## config.mk

```make
export PLATFORM = sky130hd
export DESIGN_NAME = aes_blok_toplayici
export DESIGN_NICKNAME = d
export VERILOG_FILES = /design/src/rtl/aes_pkg.sv /design/src/rtl/blok_dolgu_uret.sv /design/src/rtl/aes_blok_toplayici.sv
export SDC_FILE = /design/constraint.sdc
export NUM_CORES = 1
export LEC_CHECK = 0
export BUFFER_PORTS_ARGS = -buffer_cell sky130_fd_sc_hd__buf_4
export CAP_MARGIN = 20
export CELL_PAD_IN_SITES_DETAIL_PLACEMENT = 0
export CELL_PAD_IN_SITES_GLOBAL_PLACEMENT = 1
export CORE_ASPECT_RATIO = 1.75
export CORE_UTILIZATION = 43
export DETAILED_ROUTE_END_ITERATION = 7
export GPL_ROUTABILITY_DRIVEN = 0
export GPL_TIMING_DRIVEN = 0
export PLACE_DENSITY = 0.88
export SYNTH_ARGS = -nofsm -noshare
export SYNTH_HDL_FRONTEND = slang
export SYNTH_SLANG_ARGS = --single-unit
```

## constraint.sdc

```tcl
create_clock -name clk -period 5.1 [get_ports clk]
set_clock_uncertainty 0.2 [all_clocks]
set_input_delay 1.02 -clock clk [delete_from_list [all_inputs] [get_ports clk]]
set_output_delay 1.02 -clock clk [all_outputs]
set_load 0.01 [all_outputs]
```

## src/rtl/aes_pkg.sv

```systemverilog
// Shared constants and types for the AES block feeder.
// The optional PKCS#7 padding is selected with AES_PKCS7_DOLGU_EN.
package aes_pkg;

   localparam int AES_BLOK_BAYT = 16;
   localparam int AES_BLOK_W    = 128;

   typedef enum logic [1:0] {
      TOPLA = 2'd0,
      DOLU  = 2'd1,
      DOLGU = 2'd2
   } topla_durum_t;

   localparam logic [AES_BLOK_W-1:0] PKCS7_TAM_DOLGU = {16{8'h10}};

endpackage

```

## src/rtl/blok_dolgu_uret.sv

```systemverilog
// Pads a partial block from byte position i_sayi onward.
// AES_PKCS7_DOLGU_EN selects PKCS#7 padding; otherwise zero padding is used.
module blok_dolgu_uret
   import aes_pkg::*;
(
   input  logic [AES_BLOK_W-1:0] i_blok,
   input  logic [4:0]            i_sayi,
   output logic [AES_BLOK_W-1:0] o_blok,
   output logic                  o_ek_blok
);

   logic [7:0] w_dolgu;

`ifdef AES_PKCS7_DOLGU_EN
   assign w_dolgu   = 8'(AES_BLOK_BAYT) - {3'b000, i_sayi};
   // An empty or exactly full message still needs a whole block of padding.
   assign o_ek_blok = (i_sayi == 5'd0) || (i_sayi == 5'(AES_BLOK_BAYT));
`else
   assign w_dolgu   = 8'h00;
   assign o_ek_blok = 1'b0;
`endif

   // NOTE: the default assignment before the loop keeps this block free of latches.
   always_comb begin
      o_blok = i_blok;
      for (int i = 0; i < AES_BLOK_BAYT; i++) begin
         if (5'(i) >= i_sayi) o_blok[AES_BLOK_W-1-8*i -: 8] = w_dolgu;
      end
   end

endmodule

```

## src/rtl/aes_blok_toplayici.sv

```systemverilog
// Gathers a byte stream into 128-bit blocks and hands them to aes_engine.
// AES_PKCS7_DOLGU_EN enables PKCS#7 padding (including the extra full pad block).
module aes_blok_toplayici
   import aes_pkg::*;
#(
   parameter int BAYT_SAYISI = 16,
   parameter int SAYAC_W     = 16
)(
   input  logic                     clk,
   input  logic                     rst,
   input  logic [7:0]               g_bayt,
   input  logic                     g_bayt_gecerli,
   output logic                     g_bayt_hazir,
   input  logic                     bitir,
   input  logic                     motor_hazir,
   output logic [8*BAYT_SAYISI-1:0] blok,
   output logic                     blok_gecerli,
   output logic [SAYAC_W-1:0]       blok_sayisi
);

   localparam int                BLOK_W = 8 * BAYT_SAYISI;
   localparam int                SAYI_W = $clog2(BAYT_SAYISI + 1);
   localparam logic [SAYI_W-1:0] TAM    = SAYI_W'(BAYT_SAYISI);

   logic [BLOK_W-1:0]  r_topla;
   logic [SAYI_W-1:0]  r_sayi;
   logic [BLOK_W-1:0]  r_tut;
   logic               r_tut_dolu;
   logic               r_gecerli;
   logic [SAYAC_W-1:0] r_sayac;
   logic               r_arm;
   logic               r_dolgu_bekliyor;
   topla_durum_t       r_durum;

   logic               w_kabul;
   logic               w_bitir;
   logic [BLOK_W-1:0]  w_topla_b;
   logic [SAYI_W-1:0]  w_sayi_b;
   logic [BLOK_W-1:0]  w_dolgulu;
   logic               w_ek_blok;
   logic               w_kismi_dolgu;
   logic               w_ek_dolgu;
   logic               w_yer;
   logic               w_tasi;
   logic               w_tam_dolgu;

   assign g_bayt_hazir = !(r_sayi == TAM || r_dolgu_bekliyor);
   assign w_kabul      = g_bayt_gecerli && g_bayt_hazir;
   assign w_bitir      = bitir && g_bayt_hazir;
   assign w_sayi_b     = r_sayi + SAYI_W'(w_kabul);

   always_comb begin
      w_topla_b = r_topla;
      for (int i = 0; i < BAYT_SAYISI; i++) begin
         if (w_kabul && r_sayi == SAYI_W'(i)) w_topla_b[BLOK_W-1-8*i -: 8] = g_bayt;
      end
   end

   blok_dolgu_uret u_dolgu (
      .i_blok    (w_topla_b),
      .i_sayi    (w_sayi_b),
      .o_blok    (w_dolgulu),
      .o_ek_blok (w_ek_blok)
   );

   assign w_kismi_dolgu = w_bitir && (w_sayi_b != '0) && (w_sayi_b != TAM);
   assign w_ek_dolgu    = w_bitir && w_ek_blok;
   // Holding may only be refilled once the previous block's pulse cycle is over.
   assign w_yer         = !r_tut_dolu && !r_gecerli;
   assign w_tasi        = (w_sayi_b == TAM) && w_yer;
   assign w_tam_dolgu   = r_dolgu_bekliyor && (r_sayi == '0);

   // NOTE: reset is synchronous and clears the data registers too, so blok reads 0 after reset.
   always_ff @(posedge clk) begin
      if (rst) begin
         r_topla          <= '0;
         r_sayi           <= '0;
         r_tut            <= '0;
         r_tut_dolu       <= 1'b0;
         r_gecerli        <= 1'b0;
         r_sayac          <= '0;
         r_arm            <= 1'b1;
         r_dolgu_bekliyor <= 1'b0;
         r_durum          <= TOPLA;
      end else begin
         // NOTE: the pulse defaults low every cycle so it lasts exactly one cycle.
         r_gecerli <= 1'b0;
         if (!motor_hazir) r_arm <= 1'b1;

         if (r_tut_dolu && motor_hazir && r_arm) begin
            r_gecerli  <= 1'b1;
            r_tut_dolu <= 1'b0;
            r_arm      <= 1'b0;
            r_sayac    <= r_sayac + SAYAC_W'(1);
         end

         if (w_tasi) begin
            r_tut      <= w_topla_b;
            r_tut_dolu <= 1'b1;
            r_sayi     <= '0;
         end else if (w_kismi_dolgu) begin
            r_topla <= w_dolgulu;
            r_sayi  <= TAM;
         end else if (w_tam_dolgu) begin
            r_topla          <= PKCS7_TAM_DOLGU;
            r_sayi           <= TAM;
            r_dolgu_bekliyor <= 1'b0;
         end else begin
            r_topla <= w_topla_b;
            r_sayi  <= w_sayi_b;
         end

         if (w_ek_dolgu) r_dolgu_bekliyor <= 1'b1;

         if (w_ek_dolgu) begin
            r_durum <= DOLGU;
         end else begin
            case (r_durum)
               TOPLA:   if ((w_sayi_b == TAM && !w_yer) || w_kismi_dolgu) r_durum <= DOLU;
               DOLU:    if (w_yer) r_durum <= TOPLA;
               DOLGU:   if (w_tam_dolgu) r_durum <= DOLU;
               default: r_durum <= TOPLA;
            endcase
         end
      end
   end

   assign blok         = r_tut;
   assign blok_gecerli = r_gecerli;
   assign blok_sayisi  = r_sayac;

endmodule

```

==> qor.yml <==
sta:
  final.setup.worst_slack_ps: 431
  rsz0062_at_grt: "no"
  finalHoldViolCount: 0
  period_needed_ps: 4670
  drv_slew: 0
  hold_ws_ps: 254
  setup_viol: 0
  relSlewSlack_pct: 37.4
  setup_tns_ps: 0
  tightest_slew_ps: 934
  fmax_ghz: 0.214
  finalCritPeriodShare_pct: 91.6
global_route:
  first_global_vias: 8331
  grt_max_degree: 18
  grt_overflow: 0
  grt_use_total_pct: 22.6
  grt_pass1_wl_um: 45100
  antenna_found_initial: 0
drt:
  drc: 0
  drt_iter0_drc: 432
  drt_wl_total_um: 29000
  vias_per_cell: 5.26
  num_vias: 8646
  first_pass_iters: 5
  wl_per_cell_um: 17.7
  drtAntennaViolNets: 0
cts:
  cts_buffers: 26
  clock_tree.root_cell: "clkbuf_16"
  htreeDepth: 1
  hold_buffers: 0
  clk_pin_slew_ps: 70
  cts_tree: "built"
  clockBufferDepth: 3
  cts.sinks: 280
  clk_latency_ps: 530
power_and_ir_drop:
  netSwitchingFraction_pct: 26.9
  p_switching_mw: 1.40
  clock_power_share_pct: 40.6
  p_comb_share_pct: 13.9
  power_density_nw_per_um2: 400
  p_leak_nw: 5.34
  seq_power_share_pct: 45.6
  p_int_mw: 3.79
  ir_worst_vdd_uv: 311
layout:
  final_nets: 1331
  drive_gt1_share_pct: 17.5
  n_antenna_cell: 0
  stdcell_area_um2: 13000
  finalNonFillerCells: 1643
  filler_cell_count: 2321
  area.growth.synth_to_final_pct: 23.3
  seq_area_um2: 5610
  multi_input_area_um2: 4550
placement:
  postPlaceCellArea_um2: 12100
  io_buffers: 150
  hpwlAfterDp_um: 20900
  place_inst: 1595
  pre_cts_ws_ps: 301
floorplan:
  std_cell_rows: 75
  coreArea_um2: 24000
  die_w_um: 120
  start_util_pct: 43.9
  fp.dieH_um: 209
  io_pins: 159
  dieArea_um2: 25200
hold_path:
  min-delay-path-class: "register to register"
  worstHoldPathCells: 2
  min_from: "r_topla[17]$_SDFFE_PP0N_"
  min_to: "r_topla[17]$_SDFFE_PP0N_"
critical_path:
  reg2reg_slack_ps: 430
  critical-path-slowest-cell: "o21ai_1"
  crit_fanout: 10
  path_delay_family: "simple AND/OR/NAND/NOR gates"
  cp_num_buf_inv: 3
  reg2reg_from: "r_sayi[1]$_SDFF_PP0_"
  cp_cell_sequence: "clkbuf_1, nor2_2, nand3_1, and2_1, ha_1, ha_1, buf_2, nor2_1, nand2_1, o21ai_1, clkbuf_1, o21ai_1, nor2_1"
  regToRegEndpoint: "r_topla[35]$_SDFFE_PP0N_"
  cp-end-kind: "register"
  setup.worst_path.class: "register to register"
  cp.depth: 13
  critical_path_arrival_ps: 4920
  start_kind: "register"
  crit_required_ps: 5350
  slowest_delay_ps: 630
  reg2reg_depth: 13
logic_synthesis:
  yosys.area.top_type: "dfxtp_1"
  ys_seq_elements: 280
  synth_area_leaders: "dfxtp_1 53%, mux2i_1 11%, nor2_1 6.9%"
  synth_cell_types: 44
  syn-cell-area_um2: 10500
  syn_area_per_cell_um2: 9.27
  syn_nets: 1153
  yosysMostFrequentCell: "dfxtp_1"
  ys_warn_count: 0
  seq_area_frac_synth_pct: 53.2
  async_reset_ff_share_pct: 0
  synthFlopType: "dfxtp_1"
  synth_common_cells: "280 x dfxtp_1, 194 x nor2_1, 126 x nand2_1, 112 x mux2i_1, 91 x a211oi_1"
  synth_cells: 1137
  synth_top_area_share_pct: 53.2
  synth-edff-count: 0
status:
  status: "finished clean"
job:
  drv_cap: 0
-- stage by stage --
stage	power, mW	utilization, %
finish	5.19	54.1
global route	5.38	54.1
CTS	5.22	54.1
detailed placement	3.13	50.2
global placement	3.12	50.2
floorplan	2.81	-
-- worst reg2reg max path, delay by kind of cell, from the launching register on --
family	cells	cell delay (ps)
AND/OR/NAND/NOR	6	1660
AO/OA/AOI/OAI	2	1030
buffers and inverters	3	850
adder cells (fa/ha/maj)	2	510
flip-flops	1	330
-- metal layers --
metal	part of all wire, %	track usage [%]	vias up
met5	0	0	-
met4	2.8	7.45	0
met3	4.4	2.95	52
met2	53	42.6	234
met1	40	25.8	4084
li1	-	-	4276
-- cell type report --
| type | instances | area share [%] |
|---|---|---|
| Sequential cell | 280 | 43.1 |
| Multi-Input combinational cell | 763 | 35.0 |
| Timing Repair Buffer | 150 | 8.67 |
| Clock buffer | 33 | 5.61 |
| Tap cell | 308 | 2.97 |
| Buffer | 91 | 2.92 |
| Clock inverter | 15 | 1.60 |
| Inverter | 3 | 0.0867 |
-- what timing repair did --
item	CTS	global route
buffers inserted	0	0
resized for setup	0	3
endpoints found under the setup margin	0	102
-- how the worst max path moves through the flow --
stage                              start                       end  slack, ps
CTS                 r_sayi[1]$_SDFF_PP0_     blok[51]$_SDFFE_PP0P_        260
detailed placement  r_sayi[1]$_SDFF_PP0_     blok[86]$_SDFFE_PP0P_        300
finish              r_sayi[1]$_SDFF_PP0_  r_topla[35]$_SDFFE_PP0N_        430
floorplan           r_sayi[1]$_SDFF_PP0_   r_topla[0]$_SDFFE_PP0N_       1330
global route        r_sayi[1]$_SDFF_PP0_    blok[120]$_SDFFE_PP0P_        160
global placement    r_sayi[1]$_SDFF_PP0_     blok[78]$_SDFFE_PP0P_        280
-- registers in the layout, summed over array words and instances, names as in the netlist --
name          count
r_topla         128
r_tut_dolu        1
r_arm             1
blok_sayisi      16
blok_gecerli      1
r_sayi            5
blok            128
-- cells in the final DEF, fill, tap and decap left out, drive strengths merged, types with 8 or more instances in the layout --
master,instances
a31oi,10
o21ai,17
mux2i,112
dfxtp,280
nor2b,12
a211oi,91
nand3,19
o2111ai,8
xor2,11
a21oi,56
a22o,8
and2,9
buf,182
nand2,126
and3,9
nor2,194
nor3,36
xnor2,11
clkbuf,92
-- power groups by stage --
stage               registers [mW]  clock network, mW  logic [mW]
finish                        2.36               2.11       0.720
global route                  2.37               2.22       0.787
CTS                           2.36               2.13       0.724
detailed placement            2.41                  0       0.721
global placement              2.41                  0       0.710
floorplan                     2.44                  0       0.373
-- cell families after synthesis --
| kind of cell | share of synthesized area [%] |
|---|---|
| mux | 10.6 |
| simple gates | 17.2 |
| buf+inv | 3.69 |
| flops | 53.2 |
| fa+ha+maj | 0.451 |
| compound gates | 12.9 |
| xor+xnor | 1.90 |
Note: power is estimated with default switching activity, not from simulation.
